## config.mk

```make
export PLATFORM = sky130hd
export DESIGN_NAME = vpu_dst_port
export DESIGN_NICKNAME = d
export VERILOG_FILES = /design/src/rtl/vpu_pkg.sv /design/src/rtl/vpu_dst_port_controller.sv /design/src/rtl/vpu_dst_port.sv
export SDC_FILE = /design/constraint.sdc
export NUM_CORES = 1
export LEC_CHECK = 0
export ABC_AREA = 1
export CORE_ASPECT_RATIO = 0.5
export CORE_MARGIN = 4
export CORE_UTILIZATION = 48
export CTS_BUF_LIST = sky130_fd_sc_hd__clkbuf_8
export DETAILED_ROUTE_END_ITERATION = 7
export PLACE_DENSITY = 0.91
export SYNTH_ARGS = -nofsm -noshare
export SYNTH_HDL_FRONTEND = slang
export SYNTH_SLANG_ARGS = --single-unit
export TNS_END_PERCENT = 30
```

## constraint.sdc

```tcl
create_clock -name clk -period 2.4 [get_ports clk]
set_input_delay 0.24 -clock clk [delete_from_list [all_inputs] [get_ports clk]]
set_output_delay 0.24 -clock clk [all_outputs]
set_load 0.02 [all_outputs]
```

## src/rtl/vpu_pkg.sv

```systemverilog
// Shared widths and the destination-port FSM state type for the VPU writeback path.
package vpu_pkg;

   localparam int unsigned SRAM_DATA_WIDTH      = 128;
   localparam int unsigned EXEC_UNIT_DATA_WIDTH = 64;
   localparam int unsigned EXEC_CNT             = SRAM_DATA_WIDTH / EXEC_UNIT_DATA_WIDTH;
   // Keep the counter at least one bit wide even for a single-beat word.
   localparam int unsigned EXEC_CNT_LG2         = (EXEC_CNT > 1) ? $clog2(EXEC_CNT) : 1;
   localparam int unsigned OPERAND_ADDR_WIDTH   = 10;

   typedef enum logic [1:0] {
      StIdle,
      StCollect,
      StWrite,
      StDone
   } dst_port_state_t;

endpackage

```

## src/rtl/vpu_dst_port_controller.sv

```systemverilog
// Sequencing FSM for the destination port: opens an operation, collects beats,
// holds the SRAM write request until accepted, then pulses done for one cycle.
module vpu_dst_port_controller
   import vpu_pkg::*;
(
   input  logic clk,
   input  logic rst_n,
   input  logic start_i,
   input  logic last_beat_i,
   input  logic sram_wready_i,
   output logic start_ack_o,
   output logic wb_ready_o,
   output logic sram_wren_o,
   output logic done_o
);

   dst_port_state_t state_q, state_d;

   always_ff @(posedge clk or negedge rst_n) begin
      if (!rst_n) begin
         state_q <= StIdle;
      end else begin
         state_q <= state_d;
      end
   end

   always_comb begin
      state_d     = state_q;
      start_ack_o = 1'b0;
      wb_ready_o  = 1'b0;
      sram_wren_o = 1'b0;
      done_o      = 1'b0;
      unique case (state_q)
         StIdle: begin
            if (start_i) begin
               start_ack_o = 1'b1;
               state_d     = StCollect;
            end
         end
         StCollect: begin
            wb_ready_o = 1'b1;
            if (last_beat_i) begin
               state_d = StWrite;
            end
         end
         StWrite: begin
            sram_wren_o = 1'b1;
            if (sram_wready_i) begin
               state_d = StDone;
            end
         end
         StDone: begin
            done_o  = 1'b1;
            state_d = StIdle;
         end
         default: state_d = StIdle;
      endcase
   end

endmodule

```

## src/rtl/vpu_dst_port.sv

```systemverilog
// VPU destination port: packs EXEC_CNT lane result beats (beat 0 = low slice)
// into one SRAM word and writes it to the address latched at start.
module vpu_dst_port
   import vpu_pkg::*;
(
   input  logic                            clk,
   input  logic                            rst_n,
   input  logic                            start_i,
   input  logic [OPERAND_ADDR_WIDTH-1:0]   dst_addr_i,
   input  logic                            wb_valid_i,
   input  logic [EXEC_UNIT_DATA_WIDTH-1:0] wb_data_i,
   output logic                            wb_ready_o,
   output logic                            done_o,
   output logic                            sram_wren_o,
   output logic [OPERAND_ADDR_WIDTH-1:0]   sram_waddr_o,
   output logic [SRAM_DATA_WIDTH-1:0]      sram_wdata_o,
   input  logic                            sram_wready_i
);

   logic [EXEC_CNT_LG2-1:0]       cnt_q, cnt_d;
   logic [SRAM_DATA_WIDTH-1:0]    buf_q, buf_d;
   logic [OPERAND_ADDR_WIDTH-1:0] addr_q, addr_d;
   logic                          start_ack;
   logic                          beat_acc;
   logic                          last_beat;

   assign beat_acc  = wb_valid_i & wb_ready_o;
   assign last_beat = beat_acc && (cnt_q == EXEC_CNT_LG2'(EXEC_CNT - 1));

   vpu_dst_port_controller u_ctrl (
      .clk           (clk),
      .rst_n         (rst_n),
      .start_i       (start_i),
      .last_beat_i   (last_beat),
      .sram_wready_i (sram_wready_i),
      .start_ack_o   (start_ack),
      .wb_ready_o    (wb_ready_o),
      .sram_wren_o   (sram_wren_o),
      .done_o        (done_o)
   );

   always_comb begin
      cnt_d  = cnt_q;
      addr_d = addr_q;
      buf_d  = buf_q;
      if (start_ack) begin
         cnt_d  = '0;
         addr_d = dst_addr_i;
      end else if (beat_acc) begin
         cnt_d = last_beat ? '0 : cnt_q + 1'b1;
      end
      // Only the slice selected by the counter changes; the rest keeps its old contents.
      for (int unsigned k = 0; k < EXEC_CNT; k++) begin
         if (beat_acc && (cnt_q == EXEC_CNT_LG2'(k))) begin
            buf_d[k*EXEC_UNIT_DATA_WIDTH +: EXEC_UNIT_DATA_WIDTH] = wb_data_i;
         end
      end
   end

   always_ff @(posedge clk or negedge rst_n) begin
      if (!rst_n) begin
         cnt_q  <= '0;
         addr_q <= '0;
         buf_q  <= '0;
      end else begin
         cnt_q  <= cnt_d;
         addr_q <= addr_d;
         buf_q  <= buf_d;
      end
   end

   // No beat can be accepted in WRITE, so these are stable while the request is held.
   assign sram_waddr_o = addr_q;
   assign sram_wdata_o = buf_q;

endmodule

```

==> results of run 1 <==
==> metal layers <==
layer  wire, microns  share of wire  track usage  vias up
li1                -              -            -     2154
met1            5800           0.39        0.252     2271
met2            8040           0.53        0.417      126
met3             530          0.035       0.0474       54
met4             689          0.046        0.113        0
met5               0              0            0        -
==> metrics by stage <==
stage                     cell area (sq um)  setup WS, ps  power, W
final                                  8180           212    0.0116
after detailed placement               7760           647   0.00969
after floorplan                        5530           868   0.00689
after global routing                   8180           131    0.0123
after global placement                 7760           717   0.00946
after CTS                              8180           205    0.0117
==> timing repair <==
action,in CTS,in global routing
buffers inserted,0,0
hold buffers,1,0
gates resized for setup,0,0
hold endpoints to repair,57,0
==> report_power, final <==
part,internal [W],switching [W],leakage [nW]
logic,0.00256,0.00304,1.98
registers,0.00345,0.000611,1.77
clock network,0.00112,0.000835,0.225
==> synthesized netlist by cell type (2+ instances only) <==
cell type  number  share of area
o21ai_1        85          0.077
nand2_1       169           0.11
clkbuf_1        3         0.0020
o21ai_2        24          0.038
buf_4           2         0.0027
buf_2           4         0.0036
o21ai_0        19          0.017
nand3_1         2         0.0018
buf_6          20          0.041
dfrtp_1       141           0.64
ha_1            5          0.011
inv_1          69          0.047
==> logic make-up (layout without fill, tap and decap cells) <==
group / count (synthesis) / after routing / share of synthesized area
simple gates: 175 / 175 / 0.121
fa+ha+maj: 5 / 5 / 0.0113
flops: 141 / 141 / 0.638
compound gates: 129 / 129 / 0.133
buf+inv: 99 / 330 / 0.0966
==> registers in the layout, indices dropped and copies added (netlist names) <==
| signal | flops |
|---|---|
| sram_wdata_o | 128 |
| sram_waddr_o | 10 |
| u_ctrl.state_q | 2 |
| cnt_q | 1 |
==> worst paths after layout <==
check	end	slack (ps)	start
setup / recovery	wb_ready_o	210	u_ctrl.state_q[1]
hold / removal	sram_waddr_o[5]	360	rst_n
setup reg to reg	u_ctrl.state_q[0]	550	u_ctrl.state_q[1]
hold reg to reg	sram_waddr_o[0]	480	sram_waddr_o[0]
max in group asynchronous	sram_wdata_o[9]	1280	rst_n
min in group clk	sram_waddr_o[5]	360	dst_addr_i[5]
==> layout make-up <==
cell class | count | area (sq um) | area share
flip-flops and latches | 141 | 3530 | 0.431
repair buffers | 229 | 2320 | 0.284
multi-input cells | 309 | 1480 | 0.181
clock buffers | 21 | 289 | 0.0353
inverters | 70 | 263 | 0.0321
well taps | 145 | 181 | 0.0222
clock inverters | 10 | 121 | 0.0148
==> qor.yml, run 1 <==
grt_overflow: 0
rr_worst_depth: 7
critPathSlowestCell: "clkdlybuf4s50_1"
fp.dieW_microns: 160
drt_pass1_iterations: 4
antenna_found_initial: 0
synth_flop_cell: "dfrtp_1"
finalSetupViolations: 0
cp_cell_sequence: "inv_1 -> ha_1 -> clkdlybuf4s50_1"
die_y_microns: 83.9
crit_fanout: 5
htreeDepth: 4
path_class: "register to primary output"
post_route_cells_drive_above_1_share: 0.0821
finClkSkew_ps: 7.40
startpoint_type: "register"
clkTransAtPathRegs_ps: 70
synth_cells: 549
syn_area_per_cell_sq_um: 10.1
holdCritPathClass: "input port to async pin"
drv_slew: 0
antenna_cells: 0
final_common_cell: "clkdlybuf4s50_1"
period_minus_slack_ps: 2190
ys_seq_area_frac: 0.638
vias_per_cell: 4.98
power.leakage_nw: 3.98
whs_ps: 355
drc: 0
cts_sinks: 141
post-route-period-util: 0.912
cts_tree: "yes"
cp.required_ps: 2160
rsz0062_at_grt: "false"
powerDensity_mw_per_mm2: 1420
ant_nets: 0
die-area_sq_mm: 0.0134
clk_latency_ps: 420
cp_num_buf_inv: 2
hold_viol: 0
tns_ps: 0
grt_pass1_wl_microns: 24500
detailed_place_hpwl_microns: 10900
peakVddDrop_mv: 0.660
syn_nets: 633
crit_family: "buffers and inverters"
arrival_ps: 1950
fillers: 706
ys_warn_count: 0
cp-end-kind: "primary output"
final_util: 0.736
synthArstFlopShare: 1.00
grt_max_degree: 91
cap_viol_max_count: 0
timing.fmax_ghz: 0.457
ios: 220
synth.distinct_cells: 18
core_area_sq_mm: 0.0111
relSlewSlack: 0.637
finalNonFillerCells: 925
final_cell_mix: "218 x clkdlybuf4s50_1, 169 x nand2_1, 141 x dfrtp_1"
post_drt_wl_per_cell_microns: 16.3
syn-cell-area_sq_mm: 0.00553
rows: 27
max_stage_delay_ps: 680
finalWirelength_microns: 15100
grt_usage: 0.227
ys_seq_elements: 141
initial_utilization: 0.498
drt_iter0_drc: 345
outcome: "finished clean"
nets: 852
root_buffer: "clkbuf_8"
vias: 4605
cts_made_buffers: 17
grt_pass1_vias: 4827
io_buffers: 219
syn2layout_area_growth_pct: 47.9
cp_num_cells: 3
clock_path_buffers: 2
dp_cells: 893
tightest_slew_ps: 544
synth-edff-count: 0
globalplace.congestion: 0.822
No activity file was read; power rests on OpenSTA's default activity.
==> run 2: changes to the inputs <==
Settings changed: CTS_CLUSTER_SIZE set to 25, SETUP_SLACK_MARGIN set to 0.15.
==> qor.yml, run 2 (same netlist as run 1, synthesis figures left out) <==
final_cell_mix: "217 x clkdlybuf4s50_1, 169 x nand2_1, 141 x dfrtp_1"
cts_sinks: 141
clk_latency_ps: 420
antenna_cells: 0
clock_path_buffers: 2
drt_iter0_drc: 347
ant_nets: 0
cts_made_buffers: 17
grt_usage: 0.227
multi_input_area_sq_mm: 0.00148
final_util: 0.736
outcome: "finished clean"
nets: 852
powerDensity_mw_per_mm2: 1420
seq_area_sq_mm: 0.00353
antenna_found_initial: 0
holdCritPathClass: "input port to async pin"
cp-end-kind: "primary output"
htreeDepth: 4
place_area_sq_mm: 0.00776
ios: 220
power.total_w: 0.0116
pre_cts_ws_ps: 647
globalplace.congestion: 0.822
tightest_slew_ps: 539
post_drt_wl_per_cell_microns: 16.3
cts_tree: "yes"
post_route_cells_drive_above_1_share: 0.0821
syn2layout_area_growth_pct: 47.9
grt_pass1_vias: 4827
core_area_sq_mm: 0.0111
fillers: 705
io_buffers: 219
drv_slew: 0
power.leakage_nw: 3.99
cp.required_ps: 2160
vias: 4625
die_y_microns: 83.9
die-area_sq_mm: 0.0134
finalWirelength_microns: 15100
crit_fanout: 4
grt_pass1_wl_microns: 24500
post-route-cell-area_sq_mm: 0.00818
period_minus_slack_ps: 2060
postCtsSetupRepairBufs: 0
finalSetupViolations: 0
max_stage_delay_ps: 630
fp.dieW_microns: 160
detailed_place_hpwl_microns: 10900
vias_per_cell: 5.00
drc: 0
tns_ps: 0
root_buffer: "clkbuf_8"
rsz0062_at_grt: "false"
path_class: "register to primary output"
finClkSkew_ps: 7.17
startpoint_type: "register"
post-route-period-util: 0.857
arrival_ps: 1820
grt_overflow: 0
drt_pass1_iterations: 4
critPathSlowestCell: "clkdlybuf4s50_1"
setup_ws_ps: 343
hold_viol: 0
clkTransAtPathRegs_ps: 70
rows: 27
initial_utilization: 0.498
largest_reg_flops: 128
grt_max_degree: 91
cp_cell_sequence: "inv_1 -> ha_1 -> clkdlybuf4s50_1"
cap_viol_max_count: 0
timing.fmax_ghz: 0.486
final_common_cell: "clkdlybuf4s50_1"
peakVddDrop_mv: 0.660
relSlewSlack: 0.641
-- run 2: cell count changes in the layout (fill, tap and decap cells not counted) --
cell | previous run | this run
clkdlybuf4s50_1 | 218 | 217
dlymetal6s2s_1 | 0 | 1
-- run 2: area by class of cell --
type / count / area share
sequential: 141 / 0.431
timing repair buffer: 229 / 0.284
multi-input combinational: 309 / 0.181
clock buffer: 21 / 0.0353
inverter: 70 / 0.0321
tap: 145 / 0.0222
clock inverter: 10 / 0.0148
-- run 2: report_power, final --
group | internal, W | switching, W | leakage (nW) | total (W)
clock | 0.00112 | 0.000836 | 0.225 | 0.00195
combinational | 0.00256 | 0.00305 | 1.99 | 0.00561
sequential | 0.00345 | 0.000612 | 1.77 | 0.00407
-- run 2: stage by stage --
stage / hold slack, ps / instances
after floorplan: -55.6 / 549
after global placement: 234 / 893
after detailed placement: 244 / 893
after CTS: 337 / 925
after global routing: 347 / 925
final: 355 / 925
-- run 2: worst paths after layout --
| check | from | endpoint | slack (ps) | cells after the start |
|---|---|---|---|---|
| setup reg to reg | u_ctrl.state_q[1] | u_ctrl.state_q[0] | 540 | 7 |
| max in group asynchronous | rst_n | sram_wdata_o[9] | 1290 | 3 |
| hold reg to reg | sram_waddr_o[0] | sram_waddr_o[0] | 480 | 2 |
| min in group clk | dst_addr_i[5] | sram_waddr_o[5] | 360 | 3 |
| hold / removal | rst_n | sram_waddr_o[0] | 360 | 2 |
| setup / recovery | u_ctrl.state_q[0] | sram_wren_o | 340 | 3 |
-- run 2: repair_timing --
item | CTS | global route
endpoints found under the setup margin | 0 | 1
resized for setup | 0 | 1
hold buffers | 1 | 0
hold endpoints to repair | 57 | 0
-- run 2: metal layers --
layer  vias up  track usage  routed length [microns]
met3        56       0.0474                      534
met2       130        0.417                     8060
met4         0        0.113                      692
met5         -            0                        0
met1      2286        0.252                     5790
li1       2153            -                        -
-- run 2: critical path: cells and delay by family (launching register included) --
family / cells / cell delay (ps)
adders and majority gates: 1 / 230
buffers and inverters: 2 / 760
DFF: 1 / 410
